`config.mk`:
```
export PLATFORM = sky130hd
export DESIGN_NAME = apb_slave_mem
export DESIGN_NICKNAME = d
export VERILOG_FILES = /design/src/rtl/apb_slave_mem.sv
export SDC_FILE = /design/constraint.sdc
export NUM_CORES = 1
export LEC_CHECK = 0
export ABC_AREA = 1
export CORE_MARGIN = 1.5
export CORE_UTILIZATION = 48
export CTS_CLUSTER_DIAMETER = 200
export DETAILED_ROUTE_END_ITERATION = 8
export SYNTH_ARGS = -nofsm -noshare
export SYNTH_HDL_FRONTEND = slang
export SYNTH_SLANG_ARGS = --single-unit
```
`constraint.sdc`:
```
create_clock -name pclk -period 3 [get_ports pclk]
set_input_delay 0.45 -clock pclk [delete_from_list [all_inputs] [get_ports pclk]]
set_output_delay 0.45 -clock pclk [all_outputs]
set_load 0.01 [all_outputs]
```
`src/rtl/apb_slave_mem.sv`:
```
// apb_slave_mem: APB slave with a DEPTH-word storage bank and WAIT_CYC wait states.
// Addresses at or above DEPTH complete with pslverr and never touch storage.
// Optional write protection of addresses >= WP_BASE: define APB_SLAVE_WPROT_EN.
//
//   state  | meaning
//   IDLE   | no transfer in flight, waiting for a setup phase
//   ACCESS | transfer latched, counting wait states, then completing
module apb_slave_mem #(
  parameter int ADDR_W   = 8,
  parameter int DATA_W   = 8,
  parameter int DEPTH    = 64,
  parameter int WAIT_CYC = 1,
  parameter int WP_BASE  = 48
) (
  input  logic              pclk,
  input  logic              preset,
  input  logic              psel,
  input  logic              penable,
  input  logic              pwrite,
  input  logic [ADDR_W-1:0] padd,
  input  logic [DATA_W-1:0] pwdata,
  output logic              pready,
  output logic [DATA_W-1:0] prdata,
  output logic              pslverr
);

  localparam int              IDX_W   = (DEPTH > 1) ? $clog2(DEPTH) : 1;
  localparam logic [ADDR_W:0] DEPTH_L = (ADDR_W+1)'(DEPTH);
  localparam logic [3:0]      WAIT_L  = 4'(WAIT_CYC);
  localparam logic            WAIT0   = (WAIT_CYC == 0);
`ifdef APB_SLAVE_WPROT_EN
  localparam logic [ADDR_W:0] WP_L    = (ADDR_W+1)'(WP_BASE);
`endif

  typedef enum logic {IDLE, ACCESS} state_t;

  state_t            state;
  logic [ADDR_W-1:0] addr;
  logic              write;
  logic [DATA_W-1:0] wdata;
  logic [3:0]        cnt;
  logic [DATA_W-1:0] mem [DEPTH];

  logic [ADDR_W-1:0] resp_addr;
  logic              resp_write;
  logic              resp_err;
  logic [IDX_W-1:0]  idx;
  logic [DATA_W-1:0] rd_val;

  // Response decode: with zero wait states the response is formed from the
  // live setup-phase inputs, otherwise from the latched transfer.
  always_comb begin
    resp_addr  = (state == IDLE) ? padd : addr;
    resp_write = (state == IDLE) ? pwrite : write;
    idx        = resp_addr[IDX_W-1:0];
    resp_err   = ({1'b0, resp_addr} >= DEPTH_L);
`ifdef APB_SLAVE_WPROT_EN
    if (resp_write && ({1'b0, resp_addr} >= WP_L))
      resp_err = 1'b1;
`endif
    rd_val = ({1'b0, resp_addr} < DEPTH_L) ? mem[idx] : '0;
  end

  // Transfer FSM, wait-state down-counter, registered response and storage.
  always_ff @(posedge pclk) begin
    if (preset) begin
      state   <= IDLE;
      pready  <= 1'b0;
      pslverr <= 1'b0;
      prdata  <= '0;
      cnt     <= '0;
      addr    <= '0;
      write   <= 1'b0;
      wdata   <= '0;
      for (int i = 0; i < DEPTH; i++) mem[i] <= '0;
    end else begin
      case (state)
        IDLE: begin
          pready  <= 1'b0;
          pslverr <= 1'b0;
          if (psel && !penable) begin
            addr   <= padd;
            write  <= pwrite;
            wdata  <= pwdata;
            cnt    <= WAIT_L;
            state  <= ACCESS;
            pready <= WAIT0;
            if (WAIT0) begin
              pslverr <= resp_err;
              if (!resp_write) prdata <= rd_val;
            end
          end
        end
        ACCESS: begin
          if (pready) begin
            if (psel && penable && write && !resp_err) mem[idx] <= wdata;
            pready  <= 1'b0;
            pslverr <= 1'b0;
            state   <= IDLE;
          end else if (!psel) begin
            // master abandoned the transfer: drop it without side effects
            pready <= 1'b0;
            state  <= IDLE;
          end else begin
            cnt    <= cnt - 4'd1;
            pready <= (cnt == 4'd1);
            if (cnt == 4'd1) begin
              pslverr <= resp_err;
              if (!write) prdata <= rd_val;
            end
          end
        end
        default: state <= IDLE;
      endcase
    end
  end

endmodule

```
==> results of run 1 <==
worst paths after layout:
check                                           endpoint  slack (ns)  cells past startpoint
worst max-delay path            mem[31][4]$_SDFFCE_PN0P_        0.19                     10
worst min-delay path                  write$_SDFFE_PP0P_        0.41                      3
worst max register to register  mem[31][4]$_SDFFCE_PN0P_        0.19                     10
worst min register to register      addr[6]$_SDFFE_PP0P_        0.47                      2
cell usage after synthesis, drive strengths merged:
library cell  number
nand2           1010
nor2             579
edfxtp           512
inv              265
nand3            154
clkbuf           129
o21ai             72
buf               38
nand4             34
dfxtp             32
a21oi             31
nor3               8
and2               4
nor4               4
ha                 2
o31ai              2
or2                2
nand3b             1
o211ai             1
xor2               1
logic make-up (layout without fill, tap and decap cells):
| family | Yosys count | in the layout | synth area share, % |
|---|---|---|---|
| xor+xnor | 1 | 1 | 0.0342 |
| simple gates | 1796 | 1797 | 28.6 |
| buf+inv | 432 | 564 | 6.52 |
| compound gates | 106 | 106 | 2.16 |
| fa+ha+maj | 2 | 2 | 0.0977 |
| flops | 544 | 544 | 62.6 |
flip-flops by register name, indices dropped and copies added, names as in the netlist:
name and flops:
mem 512, addr 8, prdata 8, wdata 8, cnt 4, pready 1, pslverr 1, state 1
write 1
metal layers:
layer	wire length, um	global-route usage (%)	vias up	share of wire, %
met3	6090	4.89	153	8.2
li1	-	-	9347	-
met4	2580	10.2	2	3.5
met2	34900	44.3	797	47
met1	30300	36.3	9520	41
met5	13	0	-	0.018
stage by stage:
| stage | setup TNS (ns) | setup WS, ns |
|---|---|---|
| 5_1_grt | 0 | 0.0133 |
| 4_1_cts | 0 | 0.224 |
| 6_report | 0 | 0.193 |
| 3_5_place_dp | -0.0366 | -0.0366 |
| 2_1_floorplan | 0 | 0.539 |
| 3_3_place_gp | -0.0288 | -0.0288 |
worst max-delay path, delay by kind of cell, from the launching register on:
kind	cells	cell delay, ns
flip-flops	1	0.56
AND/OR/NAND/NOR	6	1.06
buffers and inverters	4	0.83
area by class of cell:
| type | instances | area share (%) |
|---|---|---|
| timing repair buffer | 189 | 6.19 |
| clock inverter | 30 | 1.12 |
| tap | 688 | 2.91 |
| sequential | 544 | 54.1 |
| clock buffer | 80 | 5.36 |
| multi-input combinational | 1906 | 27.0 |
| inverter | 265 | 3.36 |
timing repair:
item                       in CTS  in global routing
setup buffers                   0                  0
setup endpoints to repair       0                  1
hold buffers                    0                  0
power breakdown:
group / switching, mW / leakage, nW / internal [mW]
Combinational: 1.45 / 5.60 / 0.527
Clock: 3.01 / 0.943 / 4.29
Sequential: 0.0835 / 5.52 / 8.54
Total: 4.54 / 12.1 / 13.4
==> results_dict.tcl, run 1 <==
set metrics [dict create \
    run_status "complete, no violations" \
    num_rows 84 \
    finalSetupViolations 0 \
    gp_congestion 0.869 \
    num_vias 19819 \
    synth_sequential_area_ratio_pct 62.6 \
    timing.critical_path.slowest_stage_cell "sky130_fd_sc_hd__dfxtp_1" \
    timing.critical_path.required_ns 3.28 \
    overflow 0 \
    cts_resized 0 \
    post_route_cells_drive_above_1_share_pct 11.2 \
    layout_commonest_cell "sky130_fd_sc_hd__nand2_1" \
    wl_per_cell_um 20.0 \
    die_width_um 234 \
    synth.lib_cells_used.distinct 29 \
    route.final.wire_length_um 73900 \
    critical_path_arrival_ns 3.09 \
    portbufs 30 \
    hold_slack_ns 0.409 \
    commonest_cells_after_routing_fill_and_taps_aside "sky130_fd_sc_hd__nand2_1 (943), sky130_fd_sc_hd__nor2_1 (575), sky130_fd_sc_hd__edfxtp_1 (512), sky130_fd_sc_hd__inv_1 (256), sky130_fd_sc_hd__nand3_1 (154)" \
    core_region_area_sq_um 52700 \
    num_antenna_cells 0 \
    place_inst 3591 \
    post-route-drc-count 0 \
    worst_margin_pin_slew_ns 0.987 \
    timing.critical_path.to_type "flop" \
    multi_input_comb_area_sq_um 7990 \
    instances_no_fill 3702 \
    drt_pass1_iterations 6 \
    power.density_cell_area_nw_per_um2 604 \
    syn-num-nets 2904 \
    timing.hold.worst.start "pwrite" \
    fin_util_pct 56.2 \
    num_io_pins 31 \
    rsz0062_at_grt "false" \
    cts.htree.levels 2 \
    nets 2988 \
    crit_path_max_incr_delay_ns 0.56 \
    crit_path_launch_type "flop" \
    worstSkewPairLatency_ns 0.65 \
    die_height_um 234 \
    netlist.top_cell.by_area "sky130_fd_sc_hd__edfxtp_1" \
    netlist_top_cells_area "sky130_fd_sc_hd__edfxtp_1 (60%), sky130_fd_sc_hd__nand2_1 (14%), sky130_fd_sc_hd__nor2_1 (8.5%)" \
    initial_core_util_pct 48.6 \
    slew-limit-headroom_pct 34.1 \
    postPlaceCellArea_sq_um 27700 \
    seq_area_sq_um 16000 \
    cts_root_buf "sky130_fd_sc_hd__clkbuf_16" \
    dr.first_iter.drc_count 2000 \
    ant_nets 0 \
    syn-cell-area_sq_um 25600 \
    finalHoldViolations 0 \
    clkSlewWorstSetupHoldPaths_ns 0.06 \
    postLayoutCellArea_sq_um 29600 \
    wire_length_of_the_first_global_routing_pass_um 110000 \
    design_power_total_mw 17.9 \
    p_leak_nw 12.1 \
    postSynthRegisterBits 544 \
    die_area_sq_um 54700 \
    hpwl_reported_at_the_end_of_detailed_placement_um 47500 \
    postSynthCellCount 2881 \
    yosys_warnings 0 \
    syn_to_final_growth_pct 15.7 \
    avg_cell_area_syn_sq_um 8.89 \
    timing.fmax_ghz 0.356 \
    cts_tree "done" \
    finalCritPeriodShare_pct 93.6 \
    groute.usage.overall_pct 27.1 \
    grt_pass1_vias 18943 \
    path_cells "inv_1, nand2_1, nand2_2, buf_4, nor2_4, inv_1, nor3_2, buf_4, nand2_2, nand2_1" \
    crit_start "state$_SDFF_PP0_" \
    drt-vias-per-instance 5.35 \
    period_needed_ns 2.81 \
    max-cap-violations 0 \
    worstSetupPathType "reg -> reg" \
    clock_path_buffers 3 \
    min_delay_worst_type "in -> reg" \
    synth_largest_type_area_fraction_pct 60.1 \
    pin_count_of_the_biggest_net_entering_global_routing 84 \
    cts_sinks 544 \
    slew_viol_final 0 \
    tritoncts.num_buffers 59 \
    final.setup_skew_ns 0.0368 \
    initial_antenna_violation_count 1 \
    ir_drop_worst_case_vdd_mv 0.419 \
    worstReg2RegStart "state$_SDFF_PP0_" \
    fill_cells 4771 \
    timing.critical_path.fanout_max 13 \
]
Note: power is estimated with default switching activity, not from simulation.
==> run 2, diff against run 1 <==
Settings changed: CORE_ASPECT_RATIO set to 1.1, TNS_END_PERCENT set to 5.
==> run 2 against run 1 <==
  * Combinational power down 2%
  * Final cell count is 1.1% lower
  * Wire length is 0.94% lower
  * Clock power shrank 4.2%
  * Non-clock buffer count fell by 18
  * Cell area fell by 0.63%
  * Via count down 1.3%
  * Critical endpoint is now prdata[6]$_SDFFE_PP0P_
  * Worst hold slack improved by 0.040 ns
  * Die area about the same
  * Highest routed layer is now met4
  * Clock-buffer cell count down 5
==> results_dict.tcl, run 2 (same netlist as run 1, synthesis figures left out) <==
set metrics [dict create \
    initial_core_util_pct 48.7 \
    min_path_cells 3 \
    fill_cells 4595 \
    drt-vias-per-instance 5.34 \
    worstReg2RegStart "state$_SDFF_PP0_" \
    place_inst 3560 \
    fin_util_pct 56.0 \
    worstSkewPairLatency_ns 0.63 \
    clkSlewWorstSetupHoldPaths_ns 0.06 \
    drt-met1-wl_um 29700 \
    registers.top_by_ff_count "mem" \
    num_rows 88 \
    max-cap-violations 0 \
    commonest_cells_after_routing_fill_and_taps_aside "sky130_fd_sc_hd__nand2_1 (943), sky130_fd_sc_hd__nor2_1 (575), sky130_fd_sc_hd__edfxtp_1 (512), sky130_fd_sc_hd__inv_1 (256), sky130_fd_sc_hd__nand3_1 (154)" \
    die_height_um 245 \
    timing.setup.tns_ns 0 \
    detailedPlace.worstSlack_ns -0.0802 \
    finalCritPeriodShare_pct 90.1 \
    slew_viol_final 0 \
    timing.critical_path.to_type "flop" \
    timing.critical_path.required_ns 3.49 \
    clock_path_buffers 3 \
    hold_slack_ns 0.449 \
    wire_length_of_the_first_global_routing_pass_um 112000 \
    met2_wirelength_um 35300 \
    nets 2965 \
    timing.reg2reg.setup_slack_ns 0.30 \
    worst_margin_pin_slew_ns 0.701 \
    multi_input_comb_area_sq_um 7980 \
    run_status "complete, no violations" \
    crit_path_launch_type "flop" \
    power.density_cell_area_nw_per_um2 596 \
    route.final.wire_length_um 73200 \
    num_vias 19569 \
    dr.first_iter.drc_count 1762 \
    postLayoutCellArea_sq_um 29400 \
    p_leak_nw 12.0 \
    ant_nets 0 \
    postPlaceCellArea_sq_um 27600 \
    rsz0062_at_grt "false" \
    groute.usage.overall_pct 27.2 \
    finalHoldViolations 0 \
    final.setup_skew_ns 0.0305 \
    worstSetupPathType "reg -> reg" \
    portbufs 30 \
    ctsHoldBuffers 0 \
    seq_area_sq_um 16000 \
    worstReg2RegEnd "prdata[6]$_SDFFE_PP0P_" \
    die_width_um 223 \
    min_delay_worst_endpoint "addr[1]$_SDFFE_PP0P_" \
    core_region_area_sq_um 52500 \
    critical_path_arrival_ns 3.20 \
    met3WireLength_um 5460 \
    wl_per_cell_um 20.0 \
    gp_congestion 0.876 \
    initial_antenna_violation_count 0 \
    overflow 0 \
    period_needed_ns 2.70 \
    highest_routed_layer "met4" \
    hpwl_reported_at_the_end_of_detailed_placement_um 47100 \
    timing.hold.worst.start "padd[1]" \
    slew-limit-headroom_pct 53.2 \
    cts.htree.levels 2 \
    tritoncts.num_buffers 55 \
    timing.critical_path.fanout_max 61 \
    num_io_pins 31 \
    syn_to_final_growth_pct 14.9 \
    largest_reg_flops 512 \
    ir_drop_worst_case_vdd_mv 0.553 \
    finalSetupViolations 0 \
    layout_setup_ws_ns 0.296 \
    drt_pass1_iterations 6 \
    post_route_cells_drive_above_1_share_pct 10.9 \
    cts_tree "done" \
    grt_pass1_vias 19187 \
    post-route-drc-count 0 \
    ff2ff_path_depth 13 \
    die_area_sq_um 54700 \
    layout_commonest_cell "sky130_fd_sc_hd__nand2_1" \
    cts_sinks 544 \
    pin_count_of_the_biggest_net_entering_global_routing 79 \
    design_power_total_mw 17.5 \
    min_delay_worst_type "in -> reg" \
    timing.fmax_ghz 0.370 \
    instances_no_fill 3662 \
    cts_root_buf "sky130_fd_sc_hd__clkbuf_16" \
    num_antenna_cells 0 \
]
==> run 2: worst max-delay path by stage <==
stage / start / cells past startpoint / slack (ns) / endpoint
after detailed placement: padd[0] / 13 / -0.08 / prdata[6]$_SDFFE_PP0P_
after CTS: state$_SDFF_PP0_ / 13 / 0.21 / prdata[6]$_SDFFE_PP0P_
after global placement: padd[0] / 13 / -0.07 / prdata[6]$_SDFFE_PP0P_
final: state$_SDFF_PP0_ / 13 / 0.30 / prdata[6]$_SDFFE_PP0P_
after floorplan: state$_SDFF_PP0_ / 7 / 0.54 / mem[12][0]$_SDFFCE_PN0P_
after global routing: state$_SDFF_PP0_ / 13 / 0.12 / prdata[6]$_SDFFE_PP0P_
==> run 2: area by class of cell <==
type                    count  share of cell area, %
clock inverters            27                  0.940
flip-flops and latches    544                   54.4
multi-input cells        1905                   27.1
well taps                 675                   2.87
repair buffers            171                   5.98
clock buffers              75                   5.28
inverters                 265                   3.39
==> run 2: repair_timing <==
item	in CTS	in global routing
resized for setup	0	1
setup endpoints to repair	0	1
endpoints found under the hold margin	0	0
setup buffers	0	0
==> run 2: where the power goes <==
group | leakage, nW | switching, mW | internal, mW
combinational | 5.53 | 1.43 | 0.512
sequential | 5.52 | 0.0808 | 8.53
clock | 0.906 | 2.94 | 4.05
==> run 2: worst max-delay path, cell delays in order (launching register included) <==
cell and delay (ns):
sky130_fd_sc_hd__dfxtp_2 0.38, sky130_fd_sc_hd__inv_1 0.20, sky130_fd_sc_hd__nand2_1 0.19, sky130_fd_sc_hd__nand2_8 0.21, sky130_fd_sc_hd__buf_12 0.30, sky130_fd_sc_hd__nand2_1 0.09, sky130_fd_sc_hd__nand3_1 0.10, sky130_fd_sc_hd__o21ai_0 0.12
sky130_fd_sc_hd__o21ai_0 0.42, sky130_fd_sc_hd__nand2_1 0.22, sky130_fd_sc_hd__nor2_1 0.14, sky130_fd_sc_hd__nand2_1 0.06, sky130_fd_sc_hd__nand2_1 0.06, sky130_fd_sc_hd__a21oi_1 0.06
==> run 2: routing by layer <==
| layer | vias to the layer above | track usage, % |
|---|---|---|
| met5 | - | 0 |
| met4 | 0 | 10.1 |
| met3 | 155 | 3.89 |
| met2 | 789 | 46.1 |
| met1 | 9327 | 35.6 |
| li1 | 9298 | - |
==> RTL change, RTL diff (config.mk and constraints of run 2) <==
The option `APB_SLAVE_WPROT_EN` is turned on by a define.
--- a/src/rtl/apb_slave_mem.sv
+++ b/src/rtl/apb_slave_mem.sv
@@ -6,4 +6,6 @@
 //   IDLE   | no transfer in flight, waiting for a setup phase
 //   ACCESS | transfer latched, counting wait states, then completing
+`define APB_SLAVE_WPROT_EN
+
 module apb_slave_mem #(
   parameter int ADDR_W   = 8,
Check against the original RTL: not settled (the Yosys comparison gave no result); the edit may change what the design does.
==> RTL change against run 2 <==
  * Final area down 0.65%
  * Maximum frequency up 1.2%
  * Largest power group unchanged
  * Cell count decreased by 1.8%
  * Setup slack better by 0.033 ns
  * Clock skew shrank 0.015 ns
  * Global-route usage is 1.8 points lower
  * Critical endpoint unchanged
  * Wire length shrank 8.9%
  * Sequential cell count did not move
  * Total power is 2.7% higher
  * Die area is 2.8% lower
  * Synthesized cell count down 6.3%
  * Area after synthesis fell by 2.9%
==> RTL change: results (changes against run 2) <==
INFO  metric post_route_cells_drive_above_1_share = 0.103 (-0.00637)
INFO  metric synth_top_cells_by_area = sky130_fd_sc_hd__edfxtp_1 62%, sky130_fd_sc_hd__nand2_1 14%, sky130_fd_sc_hd__nor2_1 7.1%
INFO  metric dp.final_hpwl = 42,700 µm (-9.2%)
INFO  metric finalWeightedCongestion = 0.845 (-3.4%)
INFO  metric power_frac_seq = 0.485 (-0.006)
INFO  metric pre_cts_ws = -0.0102 ns (+0.0700 ns)
INFO  metric drt_first_iter_violations = 1,499 (-15%)
INFO  metric finClkSkew = 0.0152 ns (-0.0153 ns)
INFO  metric layout.nets = 2,903 (-2.1%)
INFO  metric grt_use_total = 0.254 (-0.0176)
INFO  metric dp.cells = 3,488 (-2.0%)
INFO  metric timing.reg2reg.worst_path_depth = 14 (+1)
INFO  metric placement.cell_area = 27,300 µm² (-1.2%)
INFO  metric fillerInstances = 4,557 (-0.83%)
INFO  metric setup.reg_to_reg.worst_slack = 0.33 ns (+0.03 ns)
INFO  metric seq_cell_power = 8740 µW (+1%)
INFO  metric avgRoutedWirePerCell = 18.5 µm (-7.3%)
INFO  metric first_pass_grt_wire_length = 102,000 µm (-9.4%)
INFO  metric ir_drop = 0.000494 V (-11%)
INFO  metric stdcell_count = 3,596 (-1.8%)
INFO  metric cp_max_fo = 58 (-4.9%)
INFO  metric hold-worst-slack = 0.419 ns (-0.0299 ns)
INFO  metric min_period_over_period = 0.891 (-0.0109)
INFO  metric cellLeakagePower = 0.0122 µW (+1.9%)
INFO  metric power.share.switching = 0.246 (-0.00791)
INFO  metric yosysUniqueCellTypes = 30 (+3.4%)
INFO  metric outcome = finished, final reports clean
INFO  metric via_count = 18,300 (-6.6%)
INFO  metric postSynthCellCount = 2,699 (-6.3%)
[RTL change: metal layers]
metal | vias to the layer above | track usage | part of all wire
met4 | 0 | 0.0908 | 0.033
met3 | 131 | 0.0322 | 0.060
met2 | 592 | 0.432 | 0.49
met5 | - | 0 | 0
met1 | 8672 | 0.334 | 0.42
li1 | 8881 | - | -
[RTL change: cells by family after synthesis]
| family | Yosys count | share of synthesized area |
|---|---|---|
| fa+ha+maj | 2 | 0.00101 |
| xor+xnor | 1 | 0.000352 |
| compound gates | 119 | 0.0245 |
| buf+inv | 410 | 0.0640 |
| other cells | 1 | 0.000151 |
| simple gates | 1622 | 0.266 |
| flops | 544 | 0.644 |
[RTL change: area by class of cell]
type / count / share of cell area
Timing Repair Buffer: 163 / 0.0585
Clock inverter: 29 / 0.0122
Inverter: 242 / 0.0312
Multi-Input combinational cell: 1872 / 0.267
Tap cell: 667 / 0.0286
Clock buffer: 79 / 0.0548
Sequential cell: 544 / 0.548
